`src/rtl/al_accel_pu_ctrl.sv`:
```
// Layer-pass sequencer for the 3x3x3 PU array: weight load, then a serpentine window scan.
// Optional perf counters are compiled in with `define AL_ACCEL_PU_CTRL_PERF_EN.
module al_accel_pu_ctrl #(
    parameter int CNT_W         = 8,
    parameter int CYC_W         = 5,
    parameter int DEF_PU_CYCLES = 9
) (
    input  logic             clk,
    input  logic             reset,
    input  logic             start,
    input  logic             abort,
    input  logic [CNT_W-1:0] cfg_out_w,
    input  logic [CNT_W-1:0] cfg_out_h,
    input  logic [CYC_W-1:0] cfg_pu_cycles,
    input  logic             cfg_is_conv,
    input  logic             w_valid,
    output logic             w_ready,
    input  logic             in_valid,
    output logic             in_ready,
    input  logic             res_ready,
    output logic             res_valid,
    output logic [CNT_W-1:0] res_row,
    output logic [CNT_W-1:0] res_col,
    output logic [8:0]       wreg_enb,
    output logic [2:0]       ireg_enb,
    output logic [2:0]       pu_enb,
    output logic [1:0]       pu_arr_conv_dir,
    output logic             pu_arr_is_conv_layer,
    output logic             busy,
    output logic             done
`ifdef AL_ACCEL_PU_CTRL_PERF_EN
    ,
    output logic [31:0]      perf_busy_cyc,
    output logic [31:0]      perf_stall_cyc
`endif
);

    typedef enum logic [2:0] {
        S_IDLE, S_LOAD_W, S_LOAD_I, S_COMPUTE, S_RESULT, S_DONE
    } state_t;

    typedef enum logic [1:0] {
        DIR_NON = 2'b00, DIR_LEFT = 2'b01, DIR_RIGHT = 2'b10, DIR_DOWN = 2'b11
    } dir_t;

    state_t           state, state_nxt;
    dir_t             dir, dir_adv;
    logic [CNT_W-1:0] w_lat, h_lat, row, col, row_adv, col_adv;
    logic [CYC_W-1:0] p_lat, cyc;
    logic             conv_lat, row_end, last_win, cyc_last;

    assign busy                 = (state != S_IDLE);
    assign res_row              = row;
    assign res_col              = col;
    assign pu_arr_conv_dir      = dir;
    assign pu_arr_is_conv_layer = conv_lat;
    assign cyc_last             = (cyc == p_lat - CYC_W'(1));

    // Serpentine: even rows run left-to-right, odd rows right-to-left.
    always_comb begin
        row_end  = row[0] ? (col == '0) : (col == w_lat - CNT_W'(1));
        last_win = row_end && (row == h_lat - CNT_W'(1));
        row_adv  = row;
        col_adv  = col;
        dir_adv  = DIR_NON;
        if (row_end) begin
            row_adv = row + CNT_W'(1);
            dir_adv = DIR_DOWN;
        end else if (row[0]) begin
            col_adv = col - CNT_W'(1);
            dir_adv = DIR_RIGHT;
        end else begin
            col_adv = col + CNT_W'(1);
            dir_adv = DIR_LEFT;
        end
        if (!conv_lat) dir_adv = DIR_NON;
    end

    always_ff @(posedge clk) begin
        if (reset) state <= S_IDLE;
        else       state <= state_nxt;
    end

    always_comb begin
        state_nxt = state;
        w_ready   = 1'b0;
        in_ready  = 1'b0;
        res_valid = 1'b0;
        wreg_enb  = '0;
        ireg_enb  = '0;
        pu_enb    = '0;
        done      = 1'b0;
        case (state)
            S_IDLE: begin
                if (start)
                    state_nxt = (cfg_out_w == '0 || cfg_out_h == '0) ? S_DONE : S_LOAD_W;
            end
            S_LOAD_W: begin
                w_ready = 1'b1;
                if (w_valid) begin
                    wreg_enb  = '1;
                    state_nxt = S_LOAD_I;
                end
            end
            S_LOAD_I: begin
                in_ready = 1'b1;
                if (in_valid) begin
                    ireg_enb  = '1;
                    state_nxt = S_COMPUTE;
                end
            end
            S_COMPUTE: begin
                pu_enb = '1;
                if (cyc_last) state_nxt = S_RESULT;
            end
            S_RESULT: begin
                res_valid = 1'b1;
                if (res_ready) state_nxt = last_win ? S_DONE : S_LOAD_I;
            end
            S_DONE: begin
                done      = 1'b1;
                state_nxt = S_IDLE;
            end
            default: state_nxt = S_IDLE;
        endcase
        if (abort) state_nxt = S_IDLE;
    end

    always_ff @(posedge clk) begin
        if (reset) begin
            w_lat    <= '0;
            h_lat    <= '0;
            p_lat    <= '0;
            conv_lat <= 1'b0;
            row      <= '0;
            col      <= '0;
            dir      <= DIR_NON;
            cyc      <= '0;
        end else if (abort) begin
            row <= '0;
            col <= '0;
            dir <= DIR_NON;
            cyc <= '0;
        end else begin
            case (state)
                S_IDLE: begin
                    if (start) begin
                        w_lat    <= cfg_out_w;
                        h_lat    <= cfg_out_h;
                        p_lat    <= (cfg_pu_cycles == '0) ? CYC_W'(DEF_PU_CYCLES) : cfg_pu_cycles;
                        conv_lat <= cfg_is_conv;
                        row      <= '0;
                        col      <= '0;
                        dir      <= DIR_NON;
                    end
                end
                S_LOAD_W: begin
                    if (w_valid) begin
                        row <= '0;
                        col <= '0;
                        dir <= DIR_NON;
                    end
                end
                S_LOAD_I:  if (in_valid) cyc <= '0;
                S_COMPUTE: cyc <= cyc + CYC_W'(1);
                S_RESULT: begin
                    if (res_ready && !last_win) begin
                        row <= row_adv;
                        col <= col_adv;
                        dir <= dir_adv;
                    end
                end
                default: ;
            endcase
        end
    end

`ifdef AL_ACCEL_PU_CTRL_PERF_EN
    logic stall_now;
    assign stall_now = (state == S_LOAD_W && !w_valid) ||
                       (state == S_LOAD_I && !in_valid) ||
                       (state == S_RESULT && !res_ready);

    always_ff @(posedge clk) begin
        if (reset || (state == S_IDLE && start && !abort)) begin
            perf_busy_cyc  <= '0;
            perf_stall_cyc <= '0;
        end else begin
            if (busy && perf_busy_cyc != '1)       perf_busy_cyc  <= perf_busy_cyc + 32'd1;
            if (stall_now && perf_stall_cyc != '1) perf_stall_cyc <= perf_stall_cyc + 32'd1;
        end
    end
`endif

endmodule

```
`config.mk`:
```
export PLATFORM = sky130hd
export DESIGN_NAME = al_accel_pu_ctrl
export DESIGN_NICKNAME = d
export VERILOG_FILES = /design/src/rtl/al_accel_pu_ctrl.sv
export SDC_FILE = /design/constraint.sdc
export NUM_CORES = 1
export LEC_CHECK = 0
export ABC_AREA = 1
export BUFFER_PORTS_ARGS = -buffer_cell sky130_fd_sc_hd__buf_2
export CAP_MARGIN = 20
export CORE_ASPECT_RATIO = 0.8
export CORE_MARGIN = 2
export CORE_UTILIZATION = 55
export DETAILED_ROUTE_END_ITERATION = 6
export PLACE_DENSITY = 0.8
export SYNTH_ARGS = -nofsm -noshare
export SYNTH_HDL_FRONTEND = slang
export SYNTH_SLANG_ARGS = --single-unit
```
`constraint.sdc`:
```
create_clock -name clk -period 2.67 [get_ports clk]
set_input_delay 0.267 -clock clk [delete_from_list [all_inputs] [get_ports clk]]
set_output_delay 0.267 -clock clk [all_outputs]
set_load 0.05 [all_outputs]
```
# --- Yosys cells after proc, flatten, opt, wreduce, memory -nomap -nowiden ---
# Cells that the tools add are included.
word_totals:
  wordCells: 89
  in_bits: 29
  out_inout_bits: 39
  ff_bits: 48
op_classes:
  n_bitwise: 1
  add_sub_neg: 7
  n_eq_ne: 16
  n_reduce_logical: 19
  mux: 37
op_table:
  columns: ["op", "count"]
  rows:
  - ["8-bit two-way mux", 7]
  - ["8-bit case mux with 3 select lines", 2]
  - ["3-bit two-way mux", 10]
  - ["8-bit zero test", 3]
  - ["8-bit by 1-bit subtractor with 8-bit output (second input constant)", 3]
  - ["9-bit two-way mux", 2]
  - ["8-bit by 1-bit adder with 8-bit output (second input constant)", 2]
  - ["8-bit == test", 2]
  - ["2-bit != test (second input constant)", 8]
  - ["3-bit case mux with 5 select lines", 1]
  - ["5-bit AND reduction", 3]
  - ["2-bit two-way mux", 6]
  - ["5-bit two-way mux", 2]
  - ["5-bit case mux with 2 select lines", 1]
  - ["3-bit by 2-bit == test with 1-bit output (second input constant)", 2]
  - ["3-bit == test (second input constant)", 2]
  - ["2-bit case mux with 3 select lines", 1]
  - ["3-bit nonzero test", 2]
  - ["5-bit by 1-bit adder with 5-bit output (second input constant)", 1]
  - ["5-bit == test", 1]
  - ["5-bit zero test", 1]
  - ["1-bit two-way mux", 5]
  - ["5-bit by 1-bit subtractor with 5-bit output (second input constant)", 1]
  - ["4-bit AND reduction", 1]
  - ["10 further kinds", 11]

# --- Longest topological paths before layout ---
# Gate-level depths: netlist (run 1).
logic_depth:
  depth_word: 8
  mapped_depth: 16
  ltp_nobuf: 16

# --- Worst setup path before layout (run 1) ---
# Ideal clock, no wire load.
synth_path:
  kind: "register to output"
  from: "register state[0]"
  to: "output wreg_enb[1]"
  slack_ps: -684
  required_time_ps: 2403
  path_stages_with_launch: 6
  arrival_time_ps: 3087
  path_buffers: 1
  cell_sequence: "dfxtp_1 -> inv_1 -> nor3_1 -> inv_1 -> nor2_1 -> buf_4"
synth_via:
  elab_chain_len: 2
synth_lines:
  columns: ["item", "line_no", "rtl"]
  rows:
  - ["from (decl)", "46", "state_t state, state_nxt;"]
  - ["from (signal assigned)", "81", "else state <= state_nxt;"]
  - ["3-bit by 1-bit == test with 1-bit output", "93", "case (state)"]
  - ["9-bit two-way mux", "93", null]
  - ["to (decl)", "24", "output logic [8:0] wreg_enb,"]
# Every way passes these cells.

# --- Final worst setup path (run 1) ---
layout_path:
  from: "register w_lat[0]"
  to: "register col[3] (netlist: res_col[3])"
layout_via:
  elab_chain_len: 8
  elab_cells_between_ends: 9
layout_lines:
  columns: ["item", "line_no", "rtl"]
  rows:
  - ["from (decl)", "48", "logic [CNT_W-1:0] w_lat, h_lat, row, col, row_adv, col_adv;"]
  - ["from (signal assigned)", "148", "w_lat <= cfg_out_w;"]
  - ["8-bit by 1-bit subtractor with 8-bit output *", "61", "row_end = row[0] ? (col == '0) : (col == w_lat - CNT_W'(1));"]
  - ["8-bit == test *", "61", null]
  - ["1-bit two-way mux *", "61", null]
  - ["1-bit logical AND", "62", "last_win = row_end && (row == h_lat - CNT_W'(1));"]
  - ["1-bit zero test", "167", "if (res_ready && !last_win) begin"]
  - ["1-bit logical AND", "167", null]
  - ["2-bit != test (no source line)", null, null]
  - ["5-bit AND reduction (no source line) *", null, null]
  - ["to (signal assigned)", "169", "col <= col_adv;"]
  - ["to (decl)", "48", null]
# Every way passes the cells marked *; elsewhere a longest branch is shown, timed or not.
# A chain may end at the register's enable or synchronous reset.

==> summary.md, run 1 <==
| Metric | Value |
|---|---|
| Syn_area_per_cell | 6.59 um^2 |
| Largest net degree at the start of global routing | 26 |
| # port buffers | 67 |
| GRT overflow | 0 |
| Most common cell in the synthesized netlist | nand2_1 |
| Detailed placement HPWL | 5.99 mm |
| Clock tree buffer depth | 2 |
| CTS-repair resized insts | 0 |
| XOR/XNOR share of the synthesized area | 6.96% |
| Mux contribution to synthesized area | 0% |
| Starting Density | 56.3% |
| Warnings from Yosys | 0 |
| 1st-pass router iterations | 7 |
| Synth unique cells | 38 |
| Worst EP required | 2.83 ns |
| Tightest Pin Transition | 0.815 ns |
| Final count of hold timing violations | 0 |
| Row cnt | 25 |
| Critical path class | register to register |
| H-tree depth | 2 |
| Fillers | 565 |
| Placed instance area | 0.00360 mm^2 |
| Postcts setup bufs | 0 |
| Static leakage | 1.71 nW |
| Global-route wire length before repair | 13.6 mm |
| Net count after synthesis | 538 |
| RSZ-0062 raised after global routing | false |
| Starting DRT DRC Count | 157 |
| Die height | 73 um |
| Adder-cell share of the synthesized area | 4.82% |
| Cell area after layout | 0.00369 mm^2 |
| N_diodes | 0 |
| Syn Inst Count | 497 |
| Reg clk slew, reported paths | 0.09 ns |
| Synth top cells by count | 105 x nand2_1, 72 x nor2_1, 52 x inv_1 |
| Clk Tree Root Cell | clkbuf_8 |
| Leading area contributor after synthesis | dfxtp_1 |
| Fraction of final layout cells sized beyond drive strength 1 | 19.2% |
| Routed wire per std cell | 12.5 um |
| Final WL | 7.92 mm |
| Vias in the first global route | 3083 |
| Setup slack at placement | 0.540 ns |
| GPL Wtd Cong | 0.900 |
| Worst rel slew slack | 45.6% |
| P per Cell Area | 424 mW/mm^2 |
| Crit. End Element | register |
| Synth top area cells | dfxtp_1 29%, nand2_1 12%, nor2_1 8.3%, a21oi_1 7.3%, inv_1 6.0% |
| Area grow syn2layout | 12.8% |
| Post-route ant nets | 0 |
| Mapped cell area | 0.00327 mm^2 |
| Ports | 68 |
| Gr usage total | 25.2% |
| Layout Nets | 591 |
| Fin crit share | 80.8% |
| Post-CTS Hold Buffers | 0 |
| Initial antenna violation count | 0 |
| Ys async rst share | 0% |
| Max-Cap Viols | 0 |
| Sequential share of the synthesized area | 29.4% |
| Die X-Extent | 90.3 um |
| Status | complete, no violations |
| Post-route DRC | 0 |
| DIE AREA | 0.00659 mm^2 |
| Critical path peak fanout | 6 |
| Post-synth top flop | dfxtp_1 |
| Final setup TNS | 0 ns |
| Num Clock Sinks | 48 |
| Final setup vio count | 0 |
| Number of buffers created by CTS | 5 |
| PnR worst setup slack | 0.512 ns |
| Maximum vdd drop | 0.298 mV |
| CP max stage delay | 0.36 ns |
| Yosys reg bits | 48 |
| Slowest CP cell | dfxtp_1 |
| Simple-Gate Fraction of Synth Area | 33.6% |
| Max Slew Vio Count | 0 |
| Core Area | 0.00582 mm^2 |
| Clk_lat worst skew | 0.31 ns |
| Cell mode on critical path | nand2_1 |
| Post-synthesis compound-gate area fraction | 14.5% |
| Largest family of logic cells by synthesized area | simple AND/OR/NAND/NOR gates |
| Crit-path cells | inv_1 -> ha_1 -> nand2_1 -> inv_1 -> nor2_1 -> nand2_1 -> nor2_1 -> nand3_1 -> nor2_2 -> nand3_2 -> nand2_2 -> nand3_4 -> nand3_2 -> nor2_4 -> nand2_1 -> a21oi_1 |
| Final min period | 2.16 ns |
| CTS tree | built |
| CP Launch Type | register |
| Vias | 3284 |
| Max frequency | 0.463 GHz |
| Fin Clk Skew | 0.00524 ns |
| Worst hold path class | primary input to register |
| Avg Vias per Cell | 5.20 |
| Top cell type's share of synthesized area | 29.4% |
| Post-synth EDFFs | 0 |
| Worst EP arrival | 2.32 ns |
-- area by class of cell --
| type | count | area (um^2) | area share, % |
|---|---|---|---|
| timing repair buffer | 69 | 350 | 9.49 |
| sequential | 48 | 961 | 26.0 |
| tap | 81 | 101 | 2.74 |
| inverter | 57 | 214 | 5.79 |
| clock buffer | 8 | 90.1 | 2.44 |
| multi-input combinational | 369 | 1980 | 53.5 |
-- metal layers --
| metal | vias up | track usage [%] | share of wire (%) |
|---|---|---|---|
| met5 | - | 0 | 0 |
| met3 | 11 | 4.03 | 5.0 |
| met2 | 83 | 42.4 | 47 |
| li1 | 1700 | - | - |
| met1 | 1490 | 33.1 | 47 |
| met4 | 0 | 9.74 | 1.4 |
-- where the power goes --
part           switching (mW)  internal (mW)  total, mW
Clock                   0.246          0.212      0.458
Combinational           0.221          0.118      0.338
Sequential             0.0267          0.742      0.768
-- flip-flops by register name, summed over array words and instances, names as in the netlist --
name                  cells
h_lat                     8
res_col                   8
res_row                   8
w_lat                     8
cyc                       5
p_lat                     5
state                     3
pu_arr_conv_dir           2
pu_arr_is_conv_layer      1
-- path summary, 6_finish.rpt --
path	cells after the start	from	slack, ns	endpoint
setup / recovery	16	w_lat[0]	0.51	res_col[3]
hold / removal	2	reset	0.15	p_lat[0]
setup reg to reg	16	w_lat[0]	0.51	res_col[3]
hold reg to reg	2	pu_arr_conv_dir[0]	0.49	pu_arr_conv_dir[0]
-- layout by cell type, fill, tap and decap left out, types with 13 or more instances in the layout --
master	count
a21oi_1	48
buf_2	67
dfxtp_1	48
inv_1	52
nand2_1	105
nand3_1	25
nor2_1	70
o21ai_0	32
xnor2_1	13
xor2_1	13
-- per-stage QoR --
stage | power, mW | cells | hold slack [ns] | utilization [%]
floorplan | 1.04 | 497 | 0.346 | -
global placement | 1.11 | 624 | 0.467 | 61.9
detailed placement | 1.12 | 624 | 0.470 | 61.9
CTS | 1.57 | 632 | 0.141 | 63.5
global route | 1.64 | 632 | 0.172 | 63.5
finish | 1.56 | 632 | 0.151 | 63.5
-- kinds of logic (layout without fill, tap and decap cells) --
logic type               count (synthesis)  after routing
AND/OR/NAND/NOR                        241            241
AO/OA/AOI/OAI                           90             90
buffers and inverters                   80            134
flip-flops                              48             48
XOR/XNOR                                26             26
adder cells (fa/ha/maj)                 12             12
-- worst max-delay path, delay by kind of cell (launching register included) --
kind            cells  cell delay (ns)
flops               1             0.36
buf+inv             2             0.14
fa+ha+maj           1             0.33
compound gates      1             0.06
simple gates       12             1.13
(Power assumes the default switching activity.)
==> run 2, diff against run 1 <==
==> constraint.sdc (replaced) <==
create_clock -name clk -period 2 [get_ports clk]
set_input_delay 0.2 -clock clk [delete_from_list [all_inputs] [get_ports clk]]
set_output_delay 0.2 -clock clk [all_outputs]
set_load 0.05 [all_outputs]
==> summary.md, run 2 (same netlist as run 1, synthesis figures left out) <==
| Metric | Value |
|---|---|
| Status | finished with violations |
| Failing checks | setup timing |
| Avg Vias per Cell | 5.36 (+3.1%) |
| Max frequency | 0.475 GHz (+2.6%) |
| Clk Tree Root Cell | clkbuf_8 |
| CP max stage delay | 0.34 ns (-0.02 ns) |
| Vias | 3472 (+5.7%) |
| R2r endpoint | res_col[4] |
| Critical path peak fanout | 6 (unchanged) |
| Starting DRT DRC Count | 203 (+29%) |
| Seq pwr share | 44.5% (-4.6 points) |
| H-tree depth | 2 (unchanged) |
| # port buffers | 67 (unchanged) |
| DIE AREA | 0.00659 mm^2 (unchanged) |
| Worst hold path class | primary input to register |
| Crit. End Element | register |
| Clock power share | 33.4% (+4.1 points) |
| Multi-input gate area | 0.00207 mm^2 (+4.8%) |
| Area grow syn2layout | 20.8% |
| Crit-path cells | inv_2 -> ha_4 -> nor2_2 -> nor2_2 -> nand2_1 -> nor2_1 -> nand3_1 -> nor2_2 -> nand3_2 -> nand2_4 -> nand3_4 -> nand3_4 -> nor2_4 -> nand2_1 -> a21oi_2 |
| Fin crit share | 105% (+24 points) |
| Worst rel slew slack | 42.4% (-3.2 points) |
| CTS tree | built |
| Critical path class | register to register |
| Slowest CP cell | dfxtp_2 |
| Met1 usage | 34.4% (+1.4 points) |
| PnR worst setup slack | -0.104 ns (-0.616 ns) |
| Starting Density | 56.3% (unchanged) |
| Fillers | 544 (-3.7%) |
| Global-route wire length before repair | 14.6 mm (+7.5%) |
| Reg clk slew, reported paths | 0.09 ns (about the same) |
| Static leakage | 1.81 nW (+6.0%) |
| GPL Wtd Cong | 0.903 (+0.32%) |
| Largest net degree at the start of global routing | 26 (unchanged) |
| Reg2Reg Depth | 15 (-1) |
| Placed instance area | 0.00371 mm^2 (+3.1%) |
| Cell mode on critical path | nor2_2 |
| Post-route DRC | 0 (unchanged) |
| Vias in the first global route | 3261 (+5.8%) |
| Fraction of final layout cells sized beyond drive strength 1 | 25.2% (+6.0 points) |
| Post-route ant nets | 0 (unchanged) |
| N_diodes | 0 (unchanged) |
| Max Slew Vio Count | 0 (unchanged) |
| Layout Nets | 607 (+2.7%) |
| Final setup TNS | -1.47 ns (-1.47 ns) |
| Grt peak-use layer | met2 |
| Met2 GRT Util | 47.9% (+5.4 points) |
| Clk_lat worst skew | 0.30 ns (about the same) |
| P per Cell Area | 584 mW/mm^2 (+38%) |
| Initial antenna violation count | 0 (unchanged) |
| Number of buffers created by CTS | 5 (unchanged) |
| Clock tree buffer depth | 2 (unchanged) |
| Grt met3 use | 4.03% (unchanged) |
| Finished Core Util | 67.9% (+4.5 points) |
| Tightest Pin Transition | 0.863 ns (+0.0474 ns) |
| Final WL | 8.80 mm (+11%) |
| Max-Cap Viols | 0 (unchanged) |
| Cell area after layout | 0.00395 mm^2 (+7.0%) |
| Switching share of power | 30.1% (-1.5 points) |
| Final min period | 2.10 ns (-0.0537 ns) |
| Die height | 73 um (unchanged) |
| Die X-Extent | 90.3 um (unchanged) |
| Final count of hold timing violations | 0 (unchanged) |
| GRT overflow | 0 (unchanged) |
| RSZ-0062 raised after global routing | true |
| Detailed placement HPWL | 6.55 mm (+9.2%) |
| Switching pwr | 694 uW (+41%) |
| HP Start | reset |
| Ports | 68 (unchanged) |
| Fin cells | 648 (+2.5%) |
| Source of the critical timing path | w_lat[1] |
| Worst EP required | 2.16 ns (-0.67 ns) |
| Post-CTS Hold Buffers | 0 (unchanged) |
| Num Clock Sinks | 48 (unchanged) |
| Worst EP arrival | 2.26 ns (-0.06 ns) |
| Min-Delay Endpoint | p_lat[0] |
| Row cnt | 25 (unchanged) |
| Power Internal | 1.61 mW (+51%) |
| Most common cell after layout, fill and taps aside | nand2_1 |
| Core Area | 0.00582 mm^2 (unchanged) |
| FF-to-FF setup slack | -0.10 ns (-0.62 ns) |
| 1st-pass router iterations | 5 (-2) |
| Fin Clk Skew | 0.00899 ns (+0.00375 ns) |
| Setup slack at placement | -0.0764 ns (-0.616 ns) |
| Gr usage total | 27.1% (+1.9 points) |
| Dpl cells | 635 (+1.8%) |
| CP Launch Type | register |
| Hold Path Cell Cnt | 2 (unchanged) |
| Most frequent cells in the layout | 104 x nand2_1, 67 x buf_2, 63 x nor2_1, 49 x inv_1, 46 x a21oi_1 |
| Maximum vdd drop | 0.473 mV (+59%) |
| Sequential cell area | 966 um^2 (+0.52%) |
| Final setup vio count | 19 (+19) |
| Routed wire per std cell | 13.6 um (+8.3%) |
| Combinational Power Share | 22.1% (+0.5 points) |
| R2R Path Start | w_lat[1] |
-- run 2: changes by cell type in the layout (fill, tap and decap cells not counted), sizes merged --
cell and delta:
buf +16, bufinv +1, clkbuf -1
-- run 2: worst max-delay path, delay by kind of cell, from the launching register on --
family	cells	cell delay, ns
adders and majority gates	1	0.28
DFF	1	0.34
and+or+nand+nor	12	1.26
AOI/OAI and AO/OA	1	0.05
buffers and inverters	1	0.04
-- run 2: worst max-delay path by stage --
| stage | cells after the start | endpoint | slack (ns) |
|---|---|---|---|
| global route | 15 | res_row[1] | -0.28 |
| CTS | 16 | res_col[4] | -0.04 |
| global placement | 16 | res_col[4] | 0.03 |
| floorplan | 5 | wreg_enb[1] | -0.04 |
| finish | 15 | res_col[4] | -0.10 |
| detailed placement | 15 | res_row[0] | -0.08 |
-- run 2: area by class of cell --
type / instances / area share [%]
timing repair buffer: 85 / 12.0
inverter: 57 / 5.41
clock buffer: 7 / 2.44
tap: 81 / 2.56
sequential: 48 / 24.4
multi-input combinational: 369 / 52.4
clock inverter: 1 / 0.760
-- run 2: what timing repair did --
item,4_1_cts,5_1_grt
endpoints found under the hold margin,0,0
resized for setup,11,13
setup endpoints to repair,18,21
setup buffers,4,1
pin swaps,10,13
cloned,0,0
-- run 2: per-layer routing --
metal	share of wire, %	routed length, um
met1	44	3910
met2	48	4260
met3	5.7	504
met4	1.4	125
met5	0	0
-- run 2: power groups by stage --
stage / sequential, mW / combinational [mW] / clock, mW
2_1_floorplan: 1.04 / 0.355 / 0
3_3_place_gp: 1.05 / 0.461 / 0
3_5_place_dp: 1.05 / 0.478 / 0
4_1_cts: 1.03 / 0.494 / 0.781
5_1_grt: 1.03 / 0.567 / 0.828
6_report: 1.03 / 0.510 / 0.771
-- run 2: through the flow --
step / power, mW / hold slack (ns)
2_1_floorplan: 1.40 / 0.279
3_3_place_gp: 1.51 / 0.404
3_5_place_dp: 1.53 / 0.419
4_1_cts: 2.30 / 0.0988
5_1_grt: 2.43 / 0.0927
6_report: 2.31 / 0.101
==> run 3, diff against run 2 <==
--- a/config.mk
+++ b/config.mk
@@ -13,6 +13,7 @@
 export CORE_UTILIZATION = 55
 export DETAILED_ROUTE_END_ITERATION = 6
 export PLACE_DENSITY = 0.8
+export SETUP_SLACK_MARGIN = 0.02
 export SYNTH_ARGS = -nofsm -noshare
 export SYNTH_HDL_FRONTEND = slang
 export SYNTH_SLANG_ARGS = --single-unit
==> summary.md, run 3 (same netlist as run 1, synthesis figures left out) <==
| Metric | Value |
|---|---|
| Status | finished with violations |
| Failing checks | setup timing |
| Layout Nets | 607 (unchanged) |
| Max Slew Vio Count | 0 (unchanged) |
| Most frequent cells in the layout | 103 x nand2_1, 67 x buf_2, 65 x nor2_1, 48 x inv_1, 44 x a21oi_1 |
| R2r endpoint | res_col[4] |
| Starting Density | 56.3% (unchanged) |
| Worst rel slew slack | 40.5% (-1.9 points) |
| Vias in the first global route | 3066 (-6.0%) |
| Final min period | 2.03 ns (-0.0766 ns) |
| CTS tree | built |
| Vias | 3416 (-1.6%) |
| Fin Clk Skew | 0.00474 ns (-0.00425 ns) |
| Max frequency | 0.493 GHz (+3.8%) |
| P per Cell Area | 550 mW/mm^2 (-5.9%) |
| Worst EP arrival | 2.18 ns (-0.08 ns) |
| Area grow syn2layout | 20.7% (about the same) |
| Critical path class | register to register |
| Largest net degree at the start of global routing | 26 (unchanged) |
| Routed wire per std cell | 12.8 um (-5.9%) |
| Min-Delay Endpoint | p_lat[0] |
| Dpl cells | 636 (+0.16%) |
| R2R Path Start | w_lat[1] |
| Row cnt | 25 (unchanged) |
| Static leakage | 1.80 nW (-0.57%) |
| Crit. End Element | register |
| Die X-Extent | 90.3 um (unchanged) |
| # port buffers | 67 (unchanged) |
| Max-Cap Viols | 0 (unchanged) |
| Final setup vio count | 11 (-8) |
| PnR worst setup slack | -0.0274 ns (+0.0766 ns) |
| Fin crit share | 101% (-3.8 points) |
| Worst hold path class | primary input to register |
| Initial antenna violation count | 0 (unchanged) |
| RSZ-0062 raised after global routing | true |
| Hold Path Cell Cnt | 2 (unchanged) |
| Post-route DRC | 0 (unchanged) |
| Gr usage total | 25.6% (-1.5 points) |
| Fin cells | 648 (unchanged) |
| Critical path peak fanout | 6 (unchanged) |
| Avg Vias per Cell | 5.27 (-1.6%) |
| Worst EP required | 2.16 ns (about the same) |
| Number of buffers created by CTS | 5 (unchanged) |
| Final WL | 8.28 mm (-5.9%) |
| Switching share of power | 32.5% (+2.5 points) |
| Core Area | 0.00582 mm^2 (unchanged) |
| Reg2Reg Depth | 16 (+1) |
| GPL Wtd Cong | 0.910 (+0.76%) |
| Most common cell after layout, fill and taps aside | nand2_1 |
| GRT overflow | 0 (unchanged) |
| Detailed placement HPWL | 6.17 mm (-5.8%) |
| Clock power share | 28.6% (-4.8 points) |
| Combinational Power Share | 24.1% (+2.0 points) |
| FF-to-FF setup slack | -0.03 ns (+0.08 ns) |
| HP Start | reset |
| 1st-pass router iterations | 5 (unchanged) |
| Clock tree buffer depth | 2 (unchanged) |
| Num Clock Sinks | 48 (unchanged) |
| Power Internal | 1.47 mW (-9.2%) |
| Switching pwr | 706 uW (+1.8%) |
| Starting DRT DRC Count | 246 (+21%) |
| Seq pwr share | 47.3% (+2.8 points) |
| DIE AREA | 0.00659 mm^2 (unchanged) |
| Fraction of final layout cells sized beyond drive strength 1 | 26.3% (+1.1 points) |
| Die height | 73 um (unchanged) |
| Post-route ant nets | 0 (unchanged) |
| N_diodes | 0 (unchanged) |
| Global-route wire length before repair | 13.9 mm (-5.1%) |
| Ports | 68 (unchanged) |
| Final count of hold timing violations | 0 (unchanged) |
| Clk_lat worst skew | 0.30 ns (about the same) |
| Clk Tree Root Cell | clkbuf_8 |
| Maximum vdd drop | 0.514 mV (+8.6%) |
| Setup slack at placement | -0.100 ns (-0.0237 ns) |
| H-tree depth | 2 (unchanged) |
| CP Launch Type | register |
| Reg clk slew, reported paths | 0.09 ns (about the same) |
| Tightest Pin Transition | 0.892 ns (+0.0292 ns) |
==> run 3: cell count changes in the layout (fill, tap and decap cells not counted), moves of 2 or more <==
| cell | change |
|---|---|
| nand3_2 | +2 |
| a21oi_1 | -2 |
| nor2_1 | +2 |
| nor2_2 | -3 |
| nand3_1 | -2 |
| a21oi_2 | +2 |
==> run 3: layout make-up <==
class,count,area (um^2)
Clock buffer,7,86.3
Inverter,57,214
Tap cell,81,101
Sequential cell,48,967
Fill cell,535,1870
Clock inverter,1,7.51
Multi-Input combinational cell,369,2100
Timing Repair Buffer,85,470
==> run 3: routing by layer <==
| layer | vias to the layer above | track usage (%) | share of wire, % |
|---|---|---|---|
| met3 | 15 | 4.96 | 5.7 |
| met2 | 112 | 43.7 | 47 |
| li1 | 1734 | - | - |
| met4 | 0 | 7.69 | 1.4 |
| met1 | 1555 | 33.5 | 45 |
| met5 | - | 0 | 0 |
==> run 3: repair_timing <==
action | in CTS | in global routing
gates resized for setup | 14 | 17
buffers inserted | 0 | 4
endpoints found under the hold margin | 0 | 0
setup endpoints to repair | 20 | 21
hold buffers | 0 | 0
pin swaps | 12 | 15
==> run 3: worst max-delay path: stages, from the launching register on <==
cell and delay (ns):
dfxtp_2 0.34, inv_2 0.04, ha_4 0.23, nand2_1 0.07
inv_2 0.04, nor2_2 0.06, nand2_1 0.06, nor2_1 0.08
nand3_1 0.08, nor2_2 0.13, nand3_2 0.14, nand2_4 0.11
nand3_4 0.17, nand3_4 0.14, nor2_4 0.07, nand2_1 0.06
a21oi_1 0.06
==> run 3: worst max path at each step <==
stage,from,endpoint,slack (ns),cells after the start
after CTS,w_lat[1],res_col[2],-0.07,16
after global placement,h_lat[0],res_col[4],0.03,13
after floorplan,state[1],ireg_enb[1],-0.03,7
after global routing,w_lat[1],res_col[4],-0.18,16
after detailed placement,w_lat[0],res_col[2],-0.10,16
final,w_lat[1],res_col[4],-0.03,16
==> run 3: stage by stage <==
stage	cell area (um^2)	utilization (%)	hold slack [ns]	setup TNS (ns)	total power [mW]
floorplan	3310	-	0.279	-0.222	1.40
global placement	3710	63.8	0.400	0	1.51
detailed placement	3710	63.8	0.398	-1.28	1.51
CTS	3860	66.3	0.0727	-0.471	2.14
global route	3950	67.9	0.105	-3.15	2.28
finish	3950	67.9	0.0784	-0.180	2.17
==> run 3: power by group through the flow <==
stage	Combinational, mW	Clock [mW]	Sequential, mW
6_report	0.522	0.622	1.03
5_1_grt	0.582	0.670	1.03
4_1_cts	0.485	0.632	1.03
3_5_place_dp	0.468	0	1.05
2_1_floorplan	0.357	0	1.04
3_3_place_gp	0.460	0	1.05
